**config.mk**
```make
export PLATFORM = sky130hd
export DESIGN_NAME = iter_multiplier_flat
export DESIGN_NICKNAME = d
export VERILOG_FILES = /design/src/rtl/iter_multiplier_if.sv /design/src/rtl/iter_multiplier.sv /design/src/flat_wrapper.sv
export SDC_FILE = /design/constraint.sdc
export NUM_CORES = 1
export LEC_CHECK = 0
export ABC_CLOCK_PERIOD_IN_PS = 17100
export CORE_MARGIN = 2
export CORE_UTILIZATION = 25
export DETAILED_ROUTE_END_ITERATION = 12
export SLEW_MARGIN = 0
export SYNTH_ARGS = -nofsm -noshare
export SYNTH_HDL_FRONTEND = slang
export SYNTH_SLANG_ARGS = --single-unit
```
**constraint.sdc**
```tcl
create_clock -name clk -period 17.1 [get_ports clk]
set_input_delay 5.13 -clock clk [delete_from_list [all_inputs] [get_ports clk]]
set_output_delay 5.13 -clock clk [all_outputs]
set_load 0.005 [all_outputs]
```
**src/rtl/iter_multiplier_if.sv**
```systemverilog
// Handshake bundle for iter_multiplier: operand/mode request, abort, and product response.
interface iter_multiplier_if #(
  parameter int unsigned WIDTH = 32
);
  logic                   in_valid;
  logic                   in_ready;
  logic                   m_signed;
  logic [WIDTH-1:0]       src_a;
  logic [WIDTH-1:0]       src_b;
  logic                   abort;
  logic                   out_valid;
  logic                   out_ready;
  logic [2*WIDTH-1:0]     product;
  logic                   busy;

  modport master (
    output in_valid, m_signed, src_a, src_b, abort, out_ready,
    input  in_ready, out_valid, product, busy
  );

  modport slave (
    input  in_valid, m_signed, src_a, src_b, abort, out_ready,
    output in_ready, out_valid, product, busy
  );
endinterface

```
**src/rtl/iter_multiplier.sv**
```systemverilog
// Iterative shift-and-add multiplier on operand magnitudes, with sign fix-up in a final cycle.
module iter_multiplier #(
  parameter int unsigned WIDTH      = 32,
  parameter int unsigned EARLY_EXIT = 0
) (
  input  logic              clk,
  input  logic              reset,
  iter_multiplier_if.slave  bus
);
  localparam int unsigned CntW = $clog2(WIDTH + 1);

  typedef enum logic [1:0] {StIdle, StRun, StFix, StDone} state_e;

  state_e                 state_q, state_d;
  logic [2*WIDTH-1:0]     acc_q, acc_d;
  logic [2*WIDTH-1:0]     mcand_q, mcand_d;
  logic [WIDTH-1:0]       mplier_q, mplier_d;
  logic [CntW-1:0]        cnt_q, cnt_d;
  logic                   sign_q, sign_d;
  logic [2*WIDTH-1:0]     product_q, product_d;

  logic [WIDTH-1:0]       mag_a, mag_b;

  // Magnitude of the most negative value still fits as an unsigned WIDTH-bit number.
  assign mag_a = (bus.m_signed && bus.src_a[WIDTH-1]) ? -bus.src_a : bus.src_a;
  assign mag_b = (bus.m_signed && bus.src_b[WIDTH-1]) ? -bus.src_b : bus.src_b;

  always_comb begin
    state_d   = state_q;
    acc_d     = acc_q;
    mcand_d   = mcand_q;
    mplier_d  = mplier_q;
    cnt_d     = cnt_q;
    sign_d    = sign_q;
    product_d = product_q;

    unique case (state_q)
      StIdle: begin
        if (bus.in_valid) begin
          mcand_d  = {{WIDTH{1'b0}}, mag_a};
          mplier_d = mag_b;
          sign_d   = bus.m_signed & (bus.src_a[WIDTH-1] ^ bus.src_b[WIDTH-1]);
          acc_d    = '0;
          if (mag_a == '0 || mag_b == '0) begin
            product_d = '0;
            state_d   = StDone;
          end else begin
            cnt_d   = CntW'(WIDTH);
            state_d = StRun;
          end
        end
      end
      StRun: begin
        if (mplier_q[0]) begin
          acc_d = acc_q + mcand_q;
        end
        mcand_d  = mcand_q << 1;
        mplier_d = mplier_q >> 1;
        cnt_d    = cnt_q - CntW'(1);
        if (cnt_d == '0 || (EARLY_EXIT != 0 && mplier_d == '0)) begin
          state_d = StFix;
        end
      end
      StFix: begin
        product_d = sign_q ? -acc_q : acc_q;
        state_d   = StDone;
      end
      StDone: begin
        if (bus.out_ready) begin
          state_d = StIdle;
        end
      end
      default: state_d = StIdle;
    endcase

    // Abort wins over accept and handshake; a result being fixed up is dropped.
    if (bus.abort) begin
      state_d   = StIdle;
      product_d = product_q;
    end
  end

  always_ff @(posedge clk or posedge reset) begin
    if (reset) begin
      state_q   <= StIdle;
      acc_q     <= '0;
      mcand_q   <= '0;
      mplier_q  <= '0;
      cnt_q     <= '0;
      sign_q    <= 1'b0;
      product_q <= '0;
    end else begin
      state_q   <= state_d;
      acc_q     <= acc_d;
      mcand_q   <= mcand_d;
      mplier_q  <= mplier_d;
      cnt_q     <= cnt_d;
      sign_q    <= sign_d;
      product_q <= product_d;
    end
  end

  assign bus.in_ready  = (state_q == StIdle);
  assign bus.out_valid = (state_q == StDone);
  assign bus.busy      = (state_q == StRun) || (state_q == StFix);
  assign bus.product   = product_q;

endmodule

```
**src/flat_wrapper.sv**
```systemverilog
// flat-port wrapper written by rule: the top's interface ports become plain ports
module iter_multiplier_flat 
#(
  parameter int unsigned WIDTH      = 32,
  parameter int unsigned EARLY_EXIT = 0
)
  (clk, reset, bus_in_valid, bus_m_signed, bus_src_a, bus_src_b, bus_abort, bus_out_ready, bus_in_ready, bus_out_valid, bus_product, bus_busy);
  iter_multiplier_if #(.WIDTH(WIDTH)) bus_i ();
  input  logic clk;
  input  logic reset;
  input wire logic [$bits(bus_i.in_valid)-1:0] bus_in_valid;
  input wire logic [$bits(bus_i.m_signed)-1:0] bus_m_signed;
  input wire logic [$bits(bus_i.src_a)-1:0] bus_src_a;
  input wire logic [$bits(bus_i.src_b)-1:0] bus_src_b;
  input wire logic [$bits(bus_i.abort)-1:0] bus_abort;
  input wire logic [$bits(bus_i.out_ready)-1:0] bus_out_ready;
  output wire logic [$bits(bus_i.in_ready)-1:0] bus_in_ready;
  output wire logic [$bits(bus_i.out_valid)-1:0] bus_out_valid;
  output wire logic [$bits(bus_i.product)-1:0] bus_product;
  output wire logic [$bits(bus_i.busy)-1:0] bus_busy;
  assign bus_i.in_valid = bus_in_valid;
  assign bus_i.m_signed = bus_m_signed;
  assign bus_i.src_a = bus_src_a;
  assign bus_i.src_b = bus_src_b;
  assign bus_i.abort = bus_abort;
  assign bus_i.out_ready = bus_out_ready;
  assign bus_in_ready = bus_i.in_ready;
  assign bus_out_valid = bus_i.out_valid;
  assign bus_product = bus_i.product;
  assign bus_busy = bus_i.busy;
  iter_multiplier #(.WIDTH(WIDTH), .EARLY_EXIT(EARLY_EXIT)) u_core (.clk(clk), .reset(reset), .bus(bus_i));
endmodule
```
# == Word-level counts from Yosys, hierarchy flattened ==
# Cells that the tools add are included.
# word_totals
reg_bits,233
output_inout_bits,67
wordCells,63
# op_classes
n_addsub,5
n_eq_ne,10
mux,22
bitwise_logic,3
n_reduce_logical,16
# ops
operator,count
$mux 64,6
$pmux 64 s2,3
$mux 32,3
$add 64x64->64,1
$logic_not 32->1,2
$neg 32->32,2
$neg 64->64,1
$pmux 32 s2,1
$mux 6,2
$pmux 6 s2,1
$mux 2,5
$reduce_and 3->1,3
$pmux 2 s4,1
$logic_not 6->1,1
$ne 3x3->1 const B,2
$sub 6x1->6 const B,1
$eq 2x2->1 const B,2
$ne 2x1->1 const B,2
$ne 2x2->1 const B,2
$reduce_and 2->1,2
$reduce_and 4->1,1
$reduce_bool 2->1,2
$ne 3x2->1 const B,1
$eq 2x1->1 const B,1
6 further kinds,8

# == Logic depth before layout (Yosys ltp) ==
# Gate-level depths: netlist (run 1).
# depth
word_depth,8
mapped_depth,15

# == Worst setup path before layout (run 1) ==
# Ideal clock, no wire load.
# synth_path
path_type,input -> register
start,in bus_src_b[18]
end,"reg u_core.product_q[0], in the netlist u_core.bus.product[0]"
setup_time_ns,0.132
arrival_ns,8.526
slack_ns,8.442
path_stages,14
n_path_buf,3
cell_sequence,buf_2 or4_4 or4_4 or3_4 o31ai_4 xor2_1 o2111ai_1 or4_1 and2_4 o31ai_2 nand2b_1 buf_6 buf_2 o2bb2ai_1
# synth_between
elab_chain_cells,6
# synth_rtl
item,line,text
from (decl),flat_wrapper.sv:14,input wire logic [$bits(bus_i.src_b)-1:0] bus_src_b;
$neg 32->32,iter_multiplier.sv:26,assign mag_b = (bus.m_signed && bus.src_b[WIDTH-1]) ? -bus.src_b : bus.src_b;
$mux 32 *,iter_multiplier.sv:26,
$logic_not 32->1 *,iter_multiplier.sv:44,if (mag_a == '0 || mag_b == '0) begin
$logic_or 1x1->1 *,iter_multiplier.sv:44,
$ne 2x1->1 (no line) *,n/a,
$reduce_and 4->1 (no line) *,n/a,
to (signal assigned),iter_multiplier.sv:99,product_q <= product_d;
to (decl),iter_multiplier.sv:20,"logic [2*WIDTH-1:0] product_q, product_d;"
# Every way passes the cells marked *; elsewhere a longest branch is shown, timed or not.
# A chain may end at the register's enable or synchronous reset.

# == Worst setup path in the final report (run 1) ==
# layout_path
start,in bus_m_signed
end,"reg u_core.product_q[36], in the netlist u_core.bus.product[36]"
# layout_between
elab_chain_cells,6
word_cells_on_any_way,9
classes_between,eq/ne (1); mux (2); reduce/logical (6)
# layout_rtl
item,line,text
from (decl),flat_wrapper.sv:12,input wire logic [$bits(bus_i.m_signed)-1:0] bus_m_signed;
"$logic_and 1x1->1, on equally long branches","iter_multiplier.sv:25, iter_multiplier.sv:26",
"$mux 32, on equally long branches","iter_multiplier.sv:25, iter_multiplier.sv:26",
$logic_not 32->1,iter_multiplier.sv:44,
$logic_or 1x1->1 *,iter_multiplier.sv:44,
$ne 2x1->1 (no line) *,n/a,
$reduce_and 4->1 (no line) *,n/a,
# Marks and branches as above.

==> results.cfg, run 1 <==
[grt]
grt_max_degree = 89
grt_pass1_wl_mm = 79.2
grt_overflow = 0
grt_use_total_pct = 14.4
antenna_found_initial = 3
grt_pass1_vias = 14200

[route]
routedWlPerCell_um = 17.1
first_iter_violations = 972
wirelength_mm = 48.9
firstDrtPassIters = 6
drc_errors = 0
vias_per_cell = 5.08
vias = 14500
ant_nets = 0

[finish]
seq_area_mm2 = 0.00583
layout.cells.non_filler = 2853
finalNetCount = 2120
antenna_cells = 0
final_common_cell = dfrtp_1
n_fill_cell = 6778
drive_gt1_share_pct = 5.06
final_util_pct = 30.3
multi_input_area_mm2 = 0.00995
area_growth_pct = 19.5
layout_common_cells = 232 x dfrtp_1, 223 x nand2_1, 177 x o21ai_0

[critical_path]
critPathMaxFanout = 64
reg2regPathDepth = 11
crit_arrival_ns = 10.01
end_kind = flop
path_class = primary input to flop
crit_path_end = u_core.bus.product[36]$_DFFE_PP0P_
timing.rr.start = u_core.acc_q[41]$_DFFE_PP0P_
startpoint_type = primary input
r2r_slack_ns = 12.89
worstPathRequired_ns = 17.55
critPathLaunch = bus_m_signed
r2r_end = u_core.bus.product[63]$_DFFE_PP0P_

[power]
powerDensity_mw_per_mm2 = 157
p_total_mw = 3.07
total_leakage_power_nw = 8.23
peakVddDrop_mv = 0.112

[synth]
synth_ff_type = dfrtp_1
ys_seq_area_share_pct = 35.6
synth_edf_count = 0
synthCells = 1903
ys_ff_latch = 233
syn_area_per_cell_um2 = 8.60
yosysTopAreaCell = dfrtp_1
synth_warnings = 0
synthArstFlopShare_pct = 100
synth.area.top_cells = dfrtp_1 36%, ha_1 5.7%, o21ai_0 5.5%
synth_top_area_share_pct = 35.6
syn-num-nets = 2048
syn_area_mm2 = 0.0164
yosysUniqueCellTypes = 79

[timing]
fmax_mhz = 105
timing.final.crit_share_pct = 55.9
skew_ns = 0.0276
finalCriticalPeriod_ns = 9.56
drv_slew = 0
finalSetupTns_ns = 0
setup_viol = 0
relSlewSlack_pct = 23.0
worstMarginPinSlew_ns = 1.15
finalHoldViolCount = 0
final.setup.worst_slack_ns = 7.54
rsz0062_at_grt = false

[job]
drv_cap = 0

[cts]
holdBufCountCts = 0
clock_tree.root_cell = clkbuf_16
clock_path_buffers = 3
cts_tree = built
htreeDepth = 1
clk_latency_ns = 0.60
ctsResizeCount = 0
cts_buffers = 30
cts_setup_buffers = 0
clk_pin_slew_ns = 0.06
cts.sinks = 233

[floorplanning]
die_y_um = 260
start_util_pct = 25.3
die_w_um = 260
dieArea_mm2 = 0.0675
row_count = 93
coreArea_mm2 = 0.0646
io_pins = 137

[place]
hpwl_mm = 36.5
pre_cts_ws_ns = 6.95
gp_congestion = 0.897
place_inst = 2798
portBuffers = 136

[worst_hold_path]
min_path_type = flop to flop

[status]
status = finished, final reports clean
==> cells by family (layout without fill, tap and decap cells) <==
group | after synthesis | in the layout | share of synthesized area [%]
adders and majority gates | 75 | 75 | 5.78
and+or+nand+nor | 576 | 576 | 16.8
AOI/OAI and AO/OA | 635 | 635 | 25.6
muxes | 41 | 41 | 2.51
DFF | 233 | 233 | 35.6
buffers and inverters | 159 | 254 | 3.81
xor gates and xnor gates | 184 | 184 | 9.85
==> where the power goes <==
| group | total [mW] | switching, mW | internal (mW) |
|---|---|---|---|
| Combinational | 1.49 | 0.888 | 0.597 |
| Clock | 0.664 | 0.258 | 0.406 |
| Sequential | 0.922 | 0.196 | 0.726 |
==> final cells by class <==
class | count | share of cell area (%)
Multi-Input combinational cell | 1511 | 50.9
Tap cell | 855 | 5.47
Sequential cell | 233 | 29.8
Clock buffer | 43 | 4.55
Timing Repair Buffer | 147 | 7.38
Clock inverter | 12 | 0.857
Inverter | 52 | 1.04
==> synthesized netlist by cell type, types with 5 or more instances <==
cell type  instances
dfrtp_1          233
nand2_1          223
o21ai_0          179
a21oi_1          142
nor2_1           124
xnor2_1           96
xor2_1            88
clkbuf_1          79
ha_1              74
o2bb2ai_1         53
inv_1             51
a21o_1            41
mux2i_1           41
a22o_1            37
o31ai_1           37
nor3_1            36
nand3_1           30
or3_1             24
o21bai_1          21
nand4_1           19
or4_1             19
buf_1             17
nor4_1            16
o41ai_1           15
a211oi_1          13
a31oi_1           12
and3_1            12
and2_1            11
nand2b_1          10
nor2b_1           10
o21a_1            10
buf_2              9
or2_2              9
o211a_1            7
nor3b_1            6
a21boi_0           5
a41oi_1            5
o211ai_1           5
o31a_1             5
o32ai_1            5
==> stage by stage <==
| step | area, µm² | hold slack [ns] |
|---|---|---|
| floorplan | 16400 | 0.449 |
| global placement | 18500 | 0.460 |
| detailed placement | 18500 | 0.468 |
| CTS | 19600 | 0.480 |
| global route | 19600 | 0.486 |
| finish | 19600 | 0.481 |
==> layer usage <==
layer | vias to the layer above | part of all wire [%] | GRT usage (%)
li1 | 7100 | - | -
met1 | 6998 | 49 | 20.6
met2 | 347 | 44 | 22.5
met3 | 51 | 6.0 | 2.51
met4 | 2 | 1.8 | 3.16
met5 | - | 0.033 | 0
==> registers in the layout, summed over array words and instances, names as in the netlist <==
| signal | flops |
|---|---|
| u_core.acc_q | 64 |
| u_core.bus.product | 64 |
| u_core.cnt_q | 6 |
| u_core.mcand_q | 64 |
| u_core.mplier_q | 32 |
| u_core.sign_q | 1 |
| u_core.state_q | 2 |
==> critical path: stages <==
cell,delay (ns)
clkdlybuf4s50_1,0.68
and2_1,0.87
o21ai_0,0.27
xnor2_1,0.20
or4b_2,0.61
a2111oi_0,0.49
nand4_1,0.13
or4_1,0.48
and2_4,0.21
o31ai_2,0.20
nand2b_2,0.08
buf_4,0.35
o2bb2ai_1,0.24
==> worst min-delay path by stage <==
| stage | start | depth (start not counted) | slack (ns) | end |
|---|---|---|---|---|
| floorplan | u_core.mplier_q[26]$_DFFE_PP0P_ | 1 | 0.45 | u_core.mplier_q[26]$_DFFE_PP0P_ |
| global placement | u_core.mplier_q[26]$_DFFE_PP0P_ | 1 | 0.46 | u_core.mplier_q[26]$_DFFE_PP0P_ |
| detailed placement | u_core.mplier_q[26]$_DFFE_PP0P_ | 1 | 0.47 | u_core.mplier_q[26]$_DFFE_PP0P_ |
| CTS | u_core.mplier_q[26]$_DFFE_PP0P_ | 1 | 0.48 | u_core.mplier_q[26]$_DFFE_PP0P_ |
| global route | u_core.mplier_q[26]$_DFFE_PP0P_ | 1 | 0.49 | u_core.mplier_q[26]$_DFFE_PP0P_ |
| finish | u_core.mplier_q[29]$_DFFE_PP0P_ | 1 | 0.48 | u_core.mplier_q[29]$_DFFE_PP0P_ |
No activity file was read; power rests on OpenSTA's default activity.
==> run 2: changes to the inputs <==
--- a/config.mk
+++ b/config.mk
@@ -5,7 +5,7 @@
 export SDC_FILE = /design/constraint.sdc
 export NUM_CORES = 1
 export LEC_CHECK = 0
-export ABC_CLOCK_PERIOD_IN_PS = 17100
+export ABC_CLOCK_PERIOD_IN_PS = 10000
 export CORE_MARGIN = 2
 export CORE_UTILIZATION = 25
 export DETAILED_ROUTE_END_ITERATION = 12
==> constraint.sdc (replaced) <==
create_clock -name clk -period 10 [get_ports clk]
set_input_delay 3 -clock clk [delete_from_list [all_inputs] [get_ports clk]]
set_output_delay 3 -clock clk [all_outputs]
set_load 0.005 [all_outputs]
==> run 2 against run 1 <==
  * Count of clock-buffer cells in the layout decreased by 8
  * Non-clock buffer count rose by 1
  * Largest power group unchanged
  * Power grew 70%
  * Critical endpoint is now u_core.bus.product[46]$_DFFE_PP0P_
  * Worst hold slack got worse by 0.0014 ns
==> results.cfg, run 2 (same netlist as run 1, synthesis figures left out) <==
[power]
peakVddDrop_mv = 0.163
total_leakage_power_nw = 8.20
powerDensity_mw_per_mm2 = 268

[floorplanning]
row_count = 93
die_w_um = 260
die_y_um = 260
dieArea_mm2 = 0.0675
start_util_pct = 25.3
coreArea_mm2 = 0.0646
io_pins = 137

[place]
hpwl_mm = 36.5
gp_congestion = 0.898
pre_cts_ws_ns = 2.12
portBuffers = 136

[timing]
rsz0062_at_grt = false
skew_ns = 0.0229
finalCriticalPeriod_ns = 7.31
fmax_mhz = 137
drv_slew = 0
final.setup.worst_slack_ns = 2.69
setup_viol = 0
finalHoldViolCount = 0
timing.final.crit_share_pct = 73.1
finalSetupTns_ns = 0
relSlewSlack_pct = 24.5
worstMarginPinSlew_ns = 1.13

[critical_path]
crit_arrival_ns = 7.74
critPathLaunch = bus_m_signed
cpPeakStageDelay_ns = 0.83
timing.rr.start = u_core.acc_q[41]$_DFFE_PP0P_
startpoint_type = primary input
critPathMaxFanout = 64
cp_cell_sequence = clkdlybuf4s50_1 -> buf_4 -> and2_1 -> o21ai_0 -> xnor2_1 -> or4b_2 -> a2111oi_0 -> nand4_1 -> or4_1 -> and2_4 -> o31ai_2 -> nand2b_2 -> buf_4 -> o2bb2ai_1
cpMaxStageDelayCell = and2_1
worstPathRequired_ns = 10.43
path_class = primary input to flop
end_kind = flop
crit_path_frequent_cell = buf_4

[route]
ant_nets = 0
first_iter_violations = 918
routedWlPerCell_um = 17.1
vias_per_cell = 5.08
wirelength_mm = 48.8
firstDrtPassIters = 5
drc_errors = 0
vias = 14500

[cts]
ctsResizeCount = 0
clock_tree.root_cell = clkbuf_16
clk_pin_slew_ns = 0.06
cts.sinks = 233
cts_setup_buffers = 0
cts_tree = built
htreeDepth = 1
clk_latency_ns = 0.58
cts_buffers = 28
clock_path_buffers = 3
holdBufCountCts = 0

[job]
drv_cap = 0

[finish]
area_growth_pct = 19.2
layout_common_cells = 232 x dfrtp_1, 223 x nand2_1, 177 x o21ai_0
antenna_cells = 0
drive_gt1_share_pct = 5.01
finalNetCount = 2119
final_common_cell = dfrtp_1
n_fill_cell = 6765

[grt]
antenna_found_initial = 1
grt_overflow = 0
grt_pass1_wl_mm = 79.2
grt_pass1_vias = 14100
grt_use_total_pct = 14.4
grt_max_degree = 123

[worst_hold_path]
min_path_type = flop to flop
hold_start = u_core.mplier_q[26]$_DFFE_PP0P_

[status]
status = finished, final reports clean
run 2: through the flow:
step	std cells	utilization (%)	hold WS (ns)	power [mW]	instance area, µm²
floorplan	1903	-	0.449	3.27	16400
global placement	2799	28.7	0.462	4.11	18500
detailed placement	2799	28.7	0.465	4.15	18500
CTS	2851	30.2	0.479	5.30	19500
global route	2851	30.2	0.503	5.67	19500
finish	2851	30.2	0.480	5.23	19500
run 2: area by class of cell:
cell class	instances	area, µm²	share of cell area (%)
inverter	52	203	1.04
sequential	233	5830	29.9
clock buffer	35	767	3.93
tap	855	1070	5.48
clock inverter	17	234	1.20
multi-input combinational	1511	9950	51.0
timing repair buffer	148	1450	7.44
run 2: critical path: cells and delay by family:
kind / cells / cell delay, ns
AOI/OAI and AO/OA: 4 / 1.13
xor gates and xnor gates: 1 / 0.21
buffers and inverters: 3 / 0.96
and+or+nand+nor: 6 / 2.38
run 2: per-layer routing:
layer | vias up | GRT usage (%) | part of all wire (%)
met2 | 331 | 22.3 | 44
li1 | 7121 | - | -
met1 | 6964 | 20.6 | 49
met4 | 2 | 3.58 | 2.1
met3 | 66 | 2.39 | 5.4
met5 | - | 0 | 0.027
run 2: final timing paths:
kind | end | slack, ns | cells after the start
setup / recovery | u_core.bus.product[46]$_DFFE_PP0P_ | 2.69 | 14
hold / removal | u_core.mplier_q[26]$_DFFE_PP0P_ | 0.48 | 1
setup reg to reg | u_core.bus.product[63]$_DFFE_PP0P_ | 5.81 | 11
hold reg to reg | u_core.mplier_q[26]$_DFFE_PP0P_ | 0.48 | 1
max in group asynchronous | u_core.bus.product[22]$_DFFE_PP0P_ | 5.31 | 3
min in group asynchronous | u_core.bus.product[9]$_DFFE_PP0P_ | 2.97 | 2
run 2: power breakdown:
part	internal [mW]	leakage [nW]	switching (mW)	total, mW
registers	1.24	3.06	0.337	1.58
clock network	0.674	0.492	0.433	1.11
logic	1.02	4.64	1.52	2.54
total	2.94	8.20	2.29	5.23
==> run 3: changes to the inputs <==
--- a/config.mk
+++ b/config.mk
@@ -5,7 +5,7 @@
 export SDC_FILE = /design/constraint.sdc
 export NUM_CORES = 1
 export LEC_CHECK = 0
-export ABC_CLOCK_PERIOD_IN_PS = 10000
+export ABC_CLOCK_PERIOD_IN_PS = 5900
 export CORE_MARGIN = 2
 export CORE_UTILIZATION = 25
 export DETAILED_ROUTE_END_ITERATION = 12
==> constraint.sdc (replaced) <==
create_clock -name clk -period 5.9 [get_ports clk]
set_input_delay 1.77 -clock clk [delete_from_list [all_inputs] [get_ports clk]]
set_output_delay 1.77 -clock clk [all_outputs]
set_load 0.005 [all_outputs]
==> run 3 against run 2 <==
  * Critical path depth stayed put
  * First-iteration DRC count is 27% higher
  * Worst hold slack worse by 0.0021 ns
  * Sequential power increased by 66%
  * Clock skew fell by 0.0070 ns
  * Non-clock buffer count grew 53
  * Highest routed layer unchanged
  * Register-to-register slack lost 4.0 ns
  * Clock power up 63%
  * Global-route usage is 0.29 points higher
  * Combinational power rose by 74%
  * Die area unchanged
  * Setup slack worse by 2.2 ns
==> results.cfg, run 3 (same netlist as run 1, synthesis figures left out) <==
[finish]
antenna_cells = 0
final_util_pct = 30.9
layout.cells.non_filler = 2905
layout_common_cells = 232 x dfrtp_1, 223 x nand2_1, 177 x o21ai_0
drive_gt1_share_pct = 7.41
area_growth_pct = 21.8
final_common_cell = dfrtp_1
finalNetCount = 2173
n_fill_cell = 6721
fin_area_mm2 = 0.0199

[cts]
cts_tree = built
cts_setup_buffers = 0
clock_path_buffers = 3
htreeDepth = 1
holdBufCountCts = 0
clk_latency_ns = 0.56
cts.sinks = 233
ctsResizeCount = 0
clk_pin_slew_ns = 0.06
clock_tree.root_cell = clkbuf_16
cts_buffers = 29

[grt]
grt_pass1_vias = 14400
grt_use_total_pct = 14.6
grt_max_degree = 101
grt_overflow = 0
antenna_found_initial = 2
grt_pass1_wl_mm = 80.8

[floorplanning]
row_count = 93
dieArea_mm2 = 0.0675
die_y_um = 260
die_w_um = 260
coreArea_mm2 = 0.0646
io_pins = 137
start_util_pct = 25.3

[timing]
setup_viol = 0
finalHoldViolCount = 0
final.setup.worst_slack_ns = 0.442
relSlewSlack_pct = 45.9
rsz0062_at_grt = false
drv_slew = 0
fmax_mhz = 183
worstMarginPinSlew_ns = 0.811
timing.final.crit_share_pct = 92.5
skew_ns = 0.0160
finalCriticalPeriod_ns = 5.46

[status]
status = finished, final reports clean

[critical_path]
reg2regPathDepth = 11
end_kind = flop
worstPathRequired_ns = 6.33
path_class = primary input to flop
startpoint_type = primary input
crit_arrival_ns = 5.89
critPathMaxFanout = 45

[place]
place_area_mm2 = 0.0190
gp_congestion = 0.931
hpwl_mm = 37.7
pre_cts_ws_ns = -0.118
portBuffers = 136
place_inst = 2852

[power]
peakVddDrop_mv = 0.299
powerDensity_mw_per_mm2 = 444
total_leakage_power_nw = 8.46
p_total_mw = 8.86

[route]
ant_nets = 0
routedWlPerCell_um = 17.1
vias_per_cell = 5.08
wirelength_mm = 49.7
first_iter_violations = 1164
drc_errors = 0
vias = 14700
firstDrtPassIters = 5

[job]
drv_cap = 0

[worst_hold_path]
hold_depth = 2
min_path_type = flop to flop
## run 3: worst max-delay path: stages
cell             delay, ns
clkdlybuf4s50_1       0.45
or4_4                 0.57
o21ai_0               0.21
xnor2_1               0.12
or4b_2                0.64
a2111oi_0             0.43
buf_4                 0.18
nand4_1               0.09
or4_1                 0.47
and2_4                0.20
o31ai_2               0.19
nand2b_2              0.14
buf_12                0.20
o2bb2ai_1             0.16
## run 3: per-layer routing
layer / global-route usage, % / part of all wire (%)
met2: 22.9 / 44
met1: 20.8 / 48
met5: 0 / 0.050
met3: 2.41 / 5.8
met4: 3.83 / 2.2
## run 3: path summary, 6_finish.rpt
check / from / to / slack (ns)
max in group asynchronous: reset / u_core.sign_q$_DFFE_PP0P_ / 3.33
min reg2reg: u_core.mplier_q[3]$_DFFE_PP0P_ / u_core.mplier_q[3]$_DFFE_PP0P_ / 0.48
min: u_core.mplier_q[3]$_DFFE_PP0P_ / u_core.mplier_q[3]$_DFFE_PP0P_ / 0.48
min in group asynchronous: reset / u_core.bus.product[0]$_DFFE_PP0P_ / 1.64
max reg2reg: u_core.acc_q[41]$_DFFE_PP0P_ / u_core.bus.product[63]$_DFFE_PP0P_ / 1.78
max: bus_src_b[1] / u_core.bus.product[11]$_DFFE_PP0P_ / 0.44
## run 3: power breakdown
part	switching [mW]	total (mW)	internal, mW	leakage, nW
Clock	0.722	1.81	1.08	0.467
Sequential	0.530	2.63	2.10	3.06
Combinational	2.63	4.42	1.79	4.92
## run 3: area by class of cell
class / count / area, µm² / area share [%]
multi-input combinational: 1511 / 9940 / 49.9
inverter: 52 / 199 / 0.998
tap: 855 / 1070 / 5.36
clock inverter: 15 / 171 / 0.860
clock buffer: 38 / 800 / 4.01
timing repair buffer: 201 / 1920 / 9.65
sequential: 233 / 5830 / 29.2
## run 3: stage by stage
step	TNS [ns]	hold slack, ns
final	0	0.478
after global routing	0	0.497
after CTS	0	0.483
after detailed placement	-6.21	0.470
after global placement	-5.63	0.462
after floorplan	0	0.449
